<file path="config.mk">
export PLATFORM = sky130hd
export DESIGN_NAME = wb_writer_flat
export DESIGN_NICKNAME = d
export VERILOG_FILES = /design/src/rtl/wb_writer_pkg.sv /design/src/rtl/wb_writer_if.sv /design/src/rtl/wb_writer_fifo.sv /design/src/rtl/wb_writer.sv /design/src/flat_wrapper.sv
export SDC_FILE = /design/constraint.sdc
export NUM_CORES = 1
export LEC_CHECK = 0
export CAP_MARGIN = 5
export CORE_MARGIN = 2
export CORE_UTILIZATION = 50
export CTS_CLUSTER_DIAMETER = 120
export DETAILED_ROUTE_END_ITERATION = 8
export PLACE_DENSITY = 0.77
export SLEW_MARGIN = 10
export SYNTH_ARGS = -nofsm -noshare
export SYNTH_HDL_FRONTEND = slang
export SYNTH_HIERARCHICAL = 1
export SYNTH_SLANG_ARGS = --single-unit
</file>
<file path="constraint.sdc">
create_clock -name clk -period 3.4 [get_ports clk]
set_input_delay 0.34 -clock clk [delete_from_list [all_inputs] [get_ports clk]]
set_output_delay 0.34 -clock clk [all_outputs]
set_load 0.02 [all_outputs]
</file>
<file path="src/rtl/wb_writer_pkg.sv">
// Shared constants and types for the register-file writer.
package wb_writer_pkg;

    localparam int unsigned WORD_WIDTH     = 32;
    localparam int unsigned REG_ADDR_WIDTH = 5;
    localparam int unsigned WB_FIFO_DEPTH  = 2;

    // Tag for which source owns the write port in a given cycle.
    typedef enum logic {
        WB_SRC_ALU = 1'b0,
        WB_SRC_LU  = 1'b1
    } wb_src_e;

endpackage : wb_writer_pkg

</file>
<file path="src/rtl/wb_writer_if.sv">
// Valid/ready handshake carrying long-latency (load/multiply) results.
// master: the long-latency unit; slave: the writer that accepts results.
interface wb_writer_if #(
    parameter int unsigned WORD_WIDTH     = wb_writer_pkg::WORD_WIDTH,
    parameter int unsigned REG_ADDR_WIDTH = wb_writer_pkg::REG_ADDR_WIDTH
);
    logic                      lu_valid;
    logic                      lu_ready;
    logic [REG_ADDR_WIDTH-1:0] lu_rd;
    logic [WORD_WIDTH-1:0]     lu_data;

    modport master (
        output lu_valid,
        output lu_rd,
        output lu_data,
        input  lu_ready
    );

    modport slave (
        input  lu_valid,
        input  lu_rd,
        input  lu_data,
        output lu_ready
    );
endinterface : wb_writer_if

</file>
<file path="src/rtl/wb_writer_fifo.sv">
// wb_fifo: synchronous in-order FIFO with simultaneous push/pop at any count.
// DEPTH must be a power of two so the pointers wrap naturally.
module wb_fifo #(
    parameter int unsigned WIDTH = 8,
    parameter int unsigned DEPTH = 2,
    localparam int unsigned PTR_W = (DEPTH > 1) ? $clog2(DEPTH) : 1,
    localparam int unsigned CNT_W = $clog2(DEPTH + 1)
) (
    input  logic             clk,
    input  logic             rst,
    input  logic             push,
    input  logic [WIDTH-1:0] push_data,
    input  logic             pop,
    output logic [WIDTH-1:0] pop_data,
    output logic             full,
    output logic             empty,
    output logic [CNT_W-1:0] count
);

    logic [WIDTH-1:0] mem_q [DEPTH];
    logic [WIDTH-1:0] mem_d [DEPTH];
    logic [PTR_W-1:0] wr_ptr_q, wr_ptr_d;
    logic [PTR_W-1:0] rd_ptr_q, rd_ptr_d;
    logic [CNT_W-1:0] count_q, count_d;

    // Next pointer, count and storage contents.
    always_comb begin
        mem_d    = mem_q;
        wr_ptr_d = wr_ptr_q;
        rd_ptr_d = rd_ptr_q;
        count_d  = count_q + CNT_W'(push) - CNT_W'(pop);
        if (push) begin
            mem_d[wr_ptr_q] = push_data;
            wr_ptr_d        = wr_ptr_q + 1'b1;
        end
        if (pop) begin
            rd_ptr_d = rd_ptr_q + 1'b1;
        end
    end

    // Pointer and count registers; reset empties the FIFO.
    always_ff @(posedge clk) begin
        if (rst) begin
            wr_ptr_q <= '0;
            rd_ptr_q <= '0;
            count_q  <= '0;
        end else begin
            wr_ptr_q <= wr_ptr_d;
            rd_ptr_q <= rd_ptr_d;
            count_q  <= count_d;
        end
    end

    // Storage needs no reset: entries are only read once counted valid.
    always_ff @(posedge clk) begin
        mem_q <= mem_d;
    end

    assign pop_data = mem_q[rd_ptr_q];
    assign full     = (count_q == CNT_W'(DEPTH));
    assign empty    = (count_q == '0);
    assign count    = count_q;

endmodule : wb_fifo

</file>
<file path="src/rtl/wb_writer.sv">
// wb_writer: drives the single register-file write port from the ALU path
// (never stalls) and a buffered long-latency path, and tracks outstanding
// long-latency destinations for RAW stalls.
// Optional macro WB_WAW_CHECK_EN: sticky waw_err when an ALU write targets a
// register that still has a long-latency write outstanding.
module wb_writer
    import wb_writer_pkg::*;
#(
    parameter int unsigned WORD_WIDTH     = wb_writer_pkg::WORD_WIDTH,
    parameter int unsigned REG_ADDR_WIDTH = wb_writer_pkg::REG_ADDR_WIDTH,
    parameter int unsigned FIFO_DEPTH     = wb_writer_pkg::WB_FIFO_DEPTH
) (
    input  logic                      clk,
    input  logic                      rst,
    input  logic                      alu_valid,
    input  logic [REG_ADDR_WIDTH-1:0] alu_rd,
    input  logic [WORD_WIDTH-1:0]     alu_data,
    wb_writer_if.slave                lu,
    input  logic                      iss_valid,
    input  logic [REG_ADDR_WIDTH-1:0] iss_rd,
    input  logic [REG_ADDR_WIDTH-1:0] chk_rs1,
    input  logic [REG_ADDR_WIDTH-1:0] chk_rs2,
    output logic                      busy1,
    output logic                      busy2,
    output logic                      w_en,
    output logic [REG_ADDR_WIDTH-1:0] wa3,
    output logic [WORD_WIDTH-1:0]     wd3,
    output logic                      waw_err
);

    localparam int unsigned NREGS  = 1 << REG_ADDR_WIDTH;
    localparam int unsigned ENT_W  = REG_ADDR_WIDTH + WORD_WIDTH;
    localparam int unsigned CNT_W  = $clog2(FIFO_DEPTH + 1);

    logic                      w_en_q, w_en_d;
    logic [REG_ADDR_WIDTH-1:0] wa3_q, wa3_d;
    logic [WORD_WIDTH-1:0]     wd3_q, wd3_d;
    logic [NREGS-1:0]          pending_q, pending_d;

    logic                      fifo_push, fifo_pop, fifo_full, fifo_empty;
    logic [ENT_W-1:0]          fifo_head;
    logic [CNT_W-1:0]          fifo_count;
    logic [REG_ADDR_WIDTH-1:0] head_rd;
    logic [WORD_WIDTH-1:0]     head_data;

    logic                      lu_fire;
    logic                      load;
    wb_src_e                   sel_src;
    logic [REG_ADDR_WIDTH-1:0] ld_rd;
    logic [WORD_WIDTH-1:0]     ld_data;

    wb_fifo #(
        .WIDTH (ENT_W),
        .DEPTH (FIFO_DEPTH)
    ) u_fifo (
        .clk       (clk),
        .rst       (rst),
        .push      (fifo_push),
        .push_data ({lu.lu_rd, lu.lu_data}),
        .pop       (fifo_pop),
        .pop_data  (fifo_head),
        .full      (fifo_full),
        .empty     (fifo_empty),
        .count     (fifo_count)
    );

    assign {head_rd, head_data} = fifo_head;

    // Ready depends only on registered occupancy, so a full FIFO refuses
    // even in a cycle where the head is being popped.
    assign lu.lu_ready = !rst && (fifo_count < CNT_W'(FIFO_DEPTH));
    assign lu_fire     = lu.lu_valid && lu.lu_ready;

    // Write-port arbitration: ALU, then queued LU, then LU fall-through.
    always_comb begin
        w_en_d    = 1'b0;
        wa3_d     = wa3_q;
        wd3_d     = wd3_q;
        fifo_pop  = 1'b0;
        load      = 1'b0;
        sel_src   = WB_SRC_ALU;
        ld_rd     = '0;
        ld_data   = '0;
        if (alu_valid) begin
            load    = 1'b1;
            sel_src = WB_SRC_ALU;
            ld_rd   = alu_rd;
            ld_data = alu_data;
        end else if (!fifo_empty) begin
            fifo_pop = 1'b1;
            load     = 1'b1;
            sel_src  = WB_SRC_LU;
            ld_rd    = head_rd;
            ld_data  = head_data;
        end else if (lu_fire) begin
            load     = 1'b1;
            sel_src  = WB_SRC_LU;
            ld_rd    = lu.lu_rd;
            ld_data  = lu.lu_data;
        end
        if (load) begin
            w_en_d = (ld_rd != '0);
            wa3_d  = ld_rd;
            wd3_d  = ld_data;
        end
        fifo_push = lu_fire && (alu_valid || !fifo_empty);
    end

    // Scoreboard: clear on LU load, set on issue (set wins), r0 never pending.
    always_comb begin
        pending_d = pending_q;
        if (load && sel_src == WB_SRC_LU) begin
            pending_d[ld_rd] = 1'b0;
        end
        if (iss_valid && iss_rd != '0) begin
            pending_d[iss_rd] = 1'b1;
        end
        pending_d[0] = 1'b0;
    end

    // Output stage and scoreboard registers.
    always_ff @(posedge clk) begin
        if (rst) begin
            w_en_q    <= 1'b0;
            wa3_q     <= '0;
            wd3_q     <= '0;
            pending_q <= '0;
        end else begin
            w_en_q    <= w_en_d;
            wa3_q     <= wa3_d;
            wd3_q     <= wd3_d;
            pending_q <= pending_d;
        end
    end

    // Push into a full FIFO without a pop would drop a result.
    always_ff @(posedge clk) begin
        if (!rst) begin
            assert (!(fifo_push && fifo_full && !fifo_pop))
                else $error("wb_writer: push into full result buffer");
        end
    end

    assign w_en  = w_en_q;
    assign wa3   = wa3_q;
    assign wd3   = wd3_q;
    assign busy1 = pending_q[chk_rs1];
    assign busy2 = pending_q[chk_rs2];

`ifdef WB_WAW_CHECK_EN
    logic waw_err_q, waw_err_d, waw_hit;

    // Sticky flag for ALU writes racing an outstanding long-latency write.
    always_comb begin
        waw_hit   = alu_valid && (alu_rd != '0) && pending_q[alu_rd];
        waw_err_d = waw_err_q | waw_hit;
    end

    // WAW flag register, cleared only by reset.
    always_ff @(posedge clk) begin
        if (rst) begin
            waw_err_q <= 1'b0;
        end else begin
            waw_err_q <= waw_err_d;
        end
    end

    // Simulation report of each WAW violation.
    always_ff @(posedge clk) begin
        if (!rst && waw_hit) begin
            $error("wb_writer: WAW on r%0d with long-latency write pending", alu_rd);
        end
    end

    assign waw_err = waw_err_q;
`else
    assign waw_err = 1'b0;
`endif

endmodule : wb_writer

</file>
<file path="src/flat_wrapper.sv">
// flat-port wrapper written by rule: the top's interface ports become plain ports
module wb_writer_flat import wb_writer_pkg::*;
#(
    parameter int unsigned WORD_WIDTH     = wb_writer_pkg::WORD_WIDTH,
    parameter int unsigned REG_ADDR_WIDTH = wb_writer_pkg::REG_ADDR_WIDTH,
    parameter int unsigned FIFO_DEPTH     = wb_writer_pkg::WB_FIFO_DEPTH
)
  (clk, rst, alu_valid, alu_rd, alu_data, iss_valid, iss_rd, chk_rs1, chk_rs2, busy1, busy2, w_en, wa3, wd3, waw_err, lu_lu_valid, lu_lu_rd, lu_lu_data, lu_lu_ready);
  wb_writer_if #(.WORD_WIDTH(WORD_WIDTH), .REG_ADDR_WIDTH(REG_ADDR_WIDTH)) lu_i ();
  input  logic clk;
  input  logic rst;
  input  logic alu_valid;
  input  logic [REG_ADDR_WIDTH-1:0] alu_rd;
  input  logic [WORD_WIDTH-1:0] alu_data;
  input  logic iss_valid;
  input  logic [REG_ADDR_WIDTH-1:0] iss_rd;
  input  logic [REG_ADDR_WIDTH-1:0] chk_rs1;
  input  logic [REG_ADDR_WIDTH-1:0] chk_rs2;
  output logic busy1;
  output logic busy2;
  output logic w_en;
  output logic [REG_ADDR_WIDTH-1:0] wa3;
  output logic [WORD_WIDTH-1:0] wd3;
  output logic waw_err;
  input wire logic [$bits(lu_i.lu_valid)-1:0] lu_lu_valid;
  input wire logic [$bits(lu_i.lu_rd)-1:0] lu_lu_rd;
  input wire logic [$bits(lu_i.lu_data)-1:0] lu_lu_data;
  output wire logic [$bits(lu_i.lu_ready)-1:0] lu_lu_ready;
  assign lu_i.lu_valid = lu_lu_valid;
  assign lu_i.lu_rd = lu_lu_rd;
  assign lu_i.lu_data = lu_lu_data;
  assign lu_lu_ready = lu_i.lu_ready;
  wb_writer #(.WORD_WIDTH(WORD_WIDTH), .REG_ADDR_WIDTH(REG_ADDR_WIDTH), .FIFO_DEPTH(FIFO_DEPTH)) u_core (.clk(clk), .rst(rst), .alu_valid(alu_valid), .alu_rd(alu_rd), .alu_data(alu_data), .lu(lu_i), .iss_valid(iss_valid), .iss_rd(iss_rd), .chk_rs1(chk_rs1), .chk_rs2(chk_rs2), .busy1(busy1), .busy2(busy2), .w_en(w_en), .wa3(wa3), .wd3(wd3), .waw_err(waw_err));
endmodule
</file>
==> flow_metrics.env <==
export IMPL_cp_start_kind="primary input"
export IMPL_irDropWorstVdd_mv=0.3730
export IMPL_drt_pass1_iter_count=7
export IMPL_vias_per_cell=5.870
export IMPL_slew_headroom=0.4067
export IMPL_final_cells=985
export IMPL_nFillCells=1088
export IMPL_grt_pass1_wl_um=30060
export IMPL_h_tree_depth=4
export IMPL_port_buffers=134
export IMPL_post_cts_setup_buffers=0
export IMPL_dp_hpwl_um=12650
export IMPL_clockBufferDepth=2
export IMPL_path_class="primary input to primary output"
export IMPL_post_cts_resized=0
export IMPL_clock_latency_ns=0.41
export IMPL_die_w_um=124.7
export IMPL_final_util=0.6440
export IMPL_p_leak_nw=3.376
export IMPL_fp_coreArea_um2=14370
export IMPL_hold_viol=0
export IMPL_cts_buffers=17
export IMPL_setup_viol=0
export IMPL_layout_drive_gt1_share=0.1361
export IMPL_crit_fanout=11
export IMPL_placementRows=44
export IMPL_initial_core_util=0.5067
export IMPL_final_nets=884
export IMPL_grt_antenna_before_repair=0
export IMPL_finalCriticalPeriod_ns=3.082
export IMPL_gp_congestion=1.066
export IMPL_final_cell_mix="clkdlybuf4s50_1, nand2_1, edfxtp_1, dfxtp_1, nor2_1"
export IMPL_fin_skew_ns=0.008167
export IMPL_wire_per_inst_um=18.84
export IMPL_grtUsageTotal=0.2438
export IMPL_ys_warn_count=6
export IMPL_drcViolationCount=0
export IMPL_cp_cell_sequence="clkdlybuf4s50_1 -> mux4_2 -> and4b_1 -> a41oi_1 -> nand4_1 -> clkdlybuf4s50_1"
export IMPL_syn_nets=769
export IMPL_grt_pass1_vias=5750
export IMPL_cts_tree="yes"
export IMPL_clk_pin_slew_worst_paths_ns=0.06
export IMPL_hold_buffers=0
export IMPL_critPathMostFrequentCell="clkdlybuf4s50_1"
export IMPL_ant_nets=0
export IMPL_syn_avg_cell_area_um2=10.82
export IMPL_pwr_density_cell_nw_per_um2=672.2
export IMPL_fin_setup_tns_ns=0
export IMPL_antenna_cells=0
export IMPL_critPathBufInv=2
export IMPL_cp_required_ns=3.06
export IMPL_synthesis_area_um2=7281
export IMPL_hold_class="primary input to flip-flop"
export IMPL_rsz0062_at_grt="false"
export IMPL_power_mw=6.220
export IMPL_synthCells=673
export IMPL_placed_cells=953
export IMPL_endpoint_kind="primary output"
export IMPL_critPathTopFamily="buffers and inverters"
export IMPL_report_final_slew_viol_count=0
export IMPL_outcome="finished clean"
export IMPL_critical_path_slowest_cell="clkdlybuf4s50_1"
export IMPL_die_height_um=124.7
export IMPL_root_buffer="clkbuf_16"
export IMPL_die_area_um2=15540
export IMPL_vias=5782
export IMPL_mostFrequentLayoutCell="clkdlybuf4s50_1"
export IMPL_overflow=0
export IMPL_drt_total_wl_um=18550
export IMPL_areaGrowthSynthToFinish_pct=27.10
export IMPL_max_freq_mhz=324.5
export IMPL_tightest_slew_ns=0.8899
export IMPL_cts_num_sinks=147
export IMPL_drt_first_iter_violations=434
export IMPL_top_level_ports=136
export IMPL_cpPeakStageDelay_ns=0.78
export IMPL_grt_max_degree=56
export IMPL_finalCritPeriodShare=0.9065
export IMPL_cp_data_arrival_time_ns=2.74
export IMPL_max_cap_violations=0
worst reg2reg max path, stage by stage (launching register included):
cell and delay, ns:
dfxtp_1 0.41, nor2_4 0.35, nor2_1 0.20, a22o_1 0.33, nor2_1 0.63, a41oi_1 0.28
sequential cells by signal (all words and copies together), names as in the netlist:
name,count
u_core/pending_q,31
u_core/u_fifo/count,2
u_core/u_fifo/mem_q,74
u_core/u_fifo/rd_ptr_q,1
u_core/u_fifo/wr_ptr_q,1
u_core/w_en,1
u_core/wa3,5
u_core/wd3,32
report_power, final:
part,switching (mW),internal (mW)
Combinational,1.24,0.980
Clock,0.693,1.11
Sequential,0.122,2.07
Total,2.06,4.16
path summary, 6_finish.rpt:
path                                                         from                                   to  slack (ns)  cells past startpoint
worst max-delay path                                   chk_rs1[1]                                busy1        0.32                      6
worst min-delay path                                          rst  u_core/u_fifo/rd_ptr_q$_SDFFE_PP0P_        0.39                      2
worst max register to register  u_core/u_fifo/count[1]$_SDFF_PP0_               u_core/w_en$_SDFF_PP0_        1.01                      5
worst min register to register         u_core/wd3[2]$_SDFFE_PP0N_           u_core/wd3[2]$_SDFFE_PP0N_        0.46                      2
layout make-up:
type	instances	area (um2)	share of cell area
tap	184	230.2	0.02488
clock inverter	10	110.1	0.01190
inverter	4	15.01	0.001622
clock buffer	22	464.2	0.05016
timing repair buffer	144	1419	0.1533
sequential	147	3685	0.3982
multi-input combinational	474	3331	0.3599
metrics by stage:
stage	setup WS, ns	hold slack [ns]	cell area (um2)
finish	0.3180	0.3853	9254
floorplan	0.2853	0.4116	7281
global placement	0.4010	0.4394	8680
CTS	0.3227	0.3699	9254
detailed placement	0.3296	0.4450	8680
global route	0.1879	0.3995	9254
layer usage:
| metal | track usage | vias to the layer above | wire, um |
|---|---|---|---|
| li1 | - | 2714 | - |
| met1 | 0.3211 | 2740 | 7699 |
| met2 | 0.3780 | 278 | 8799 |
| met3 | 0.06615 | 50 | 1537 |
| met4 | 0.1097 | 0 | 518 |
| met5 | 0 | - | 0 |
Power figures use the tool's default switching activity.
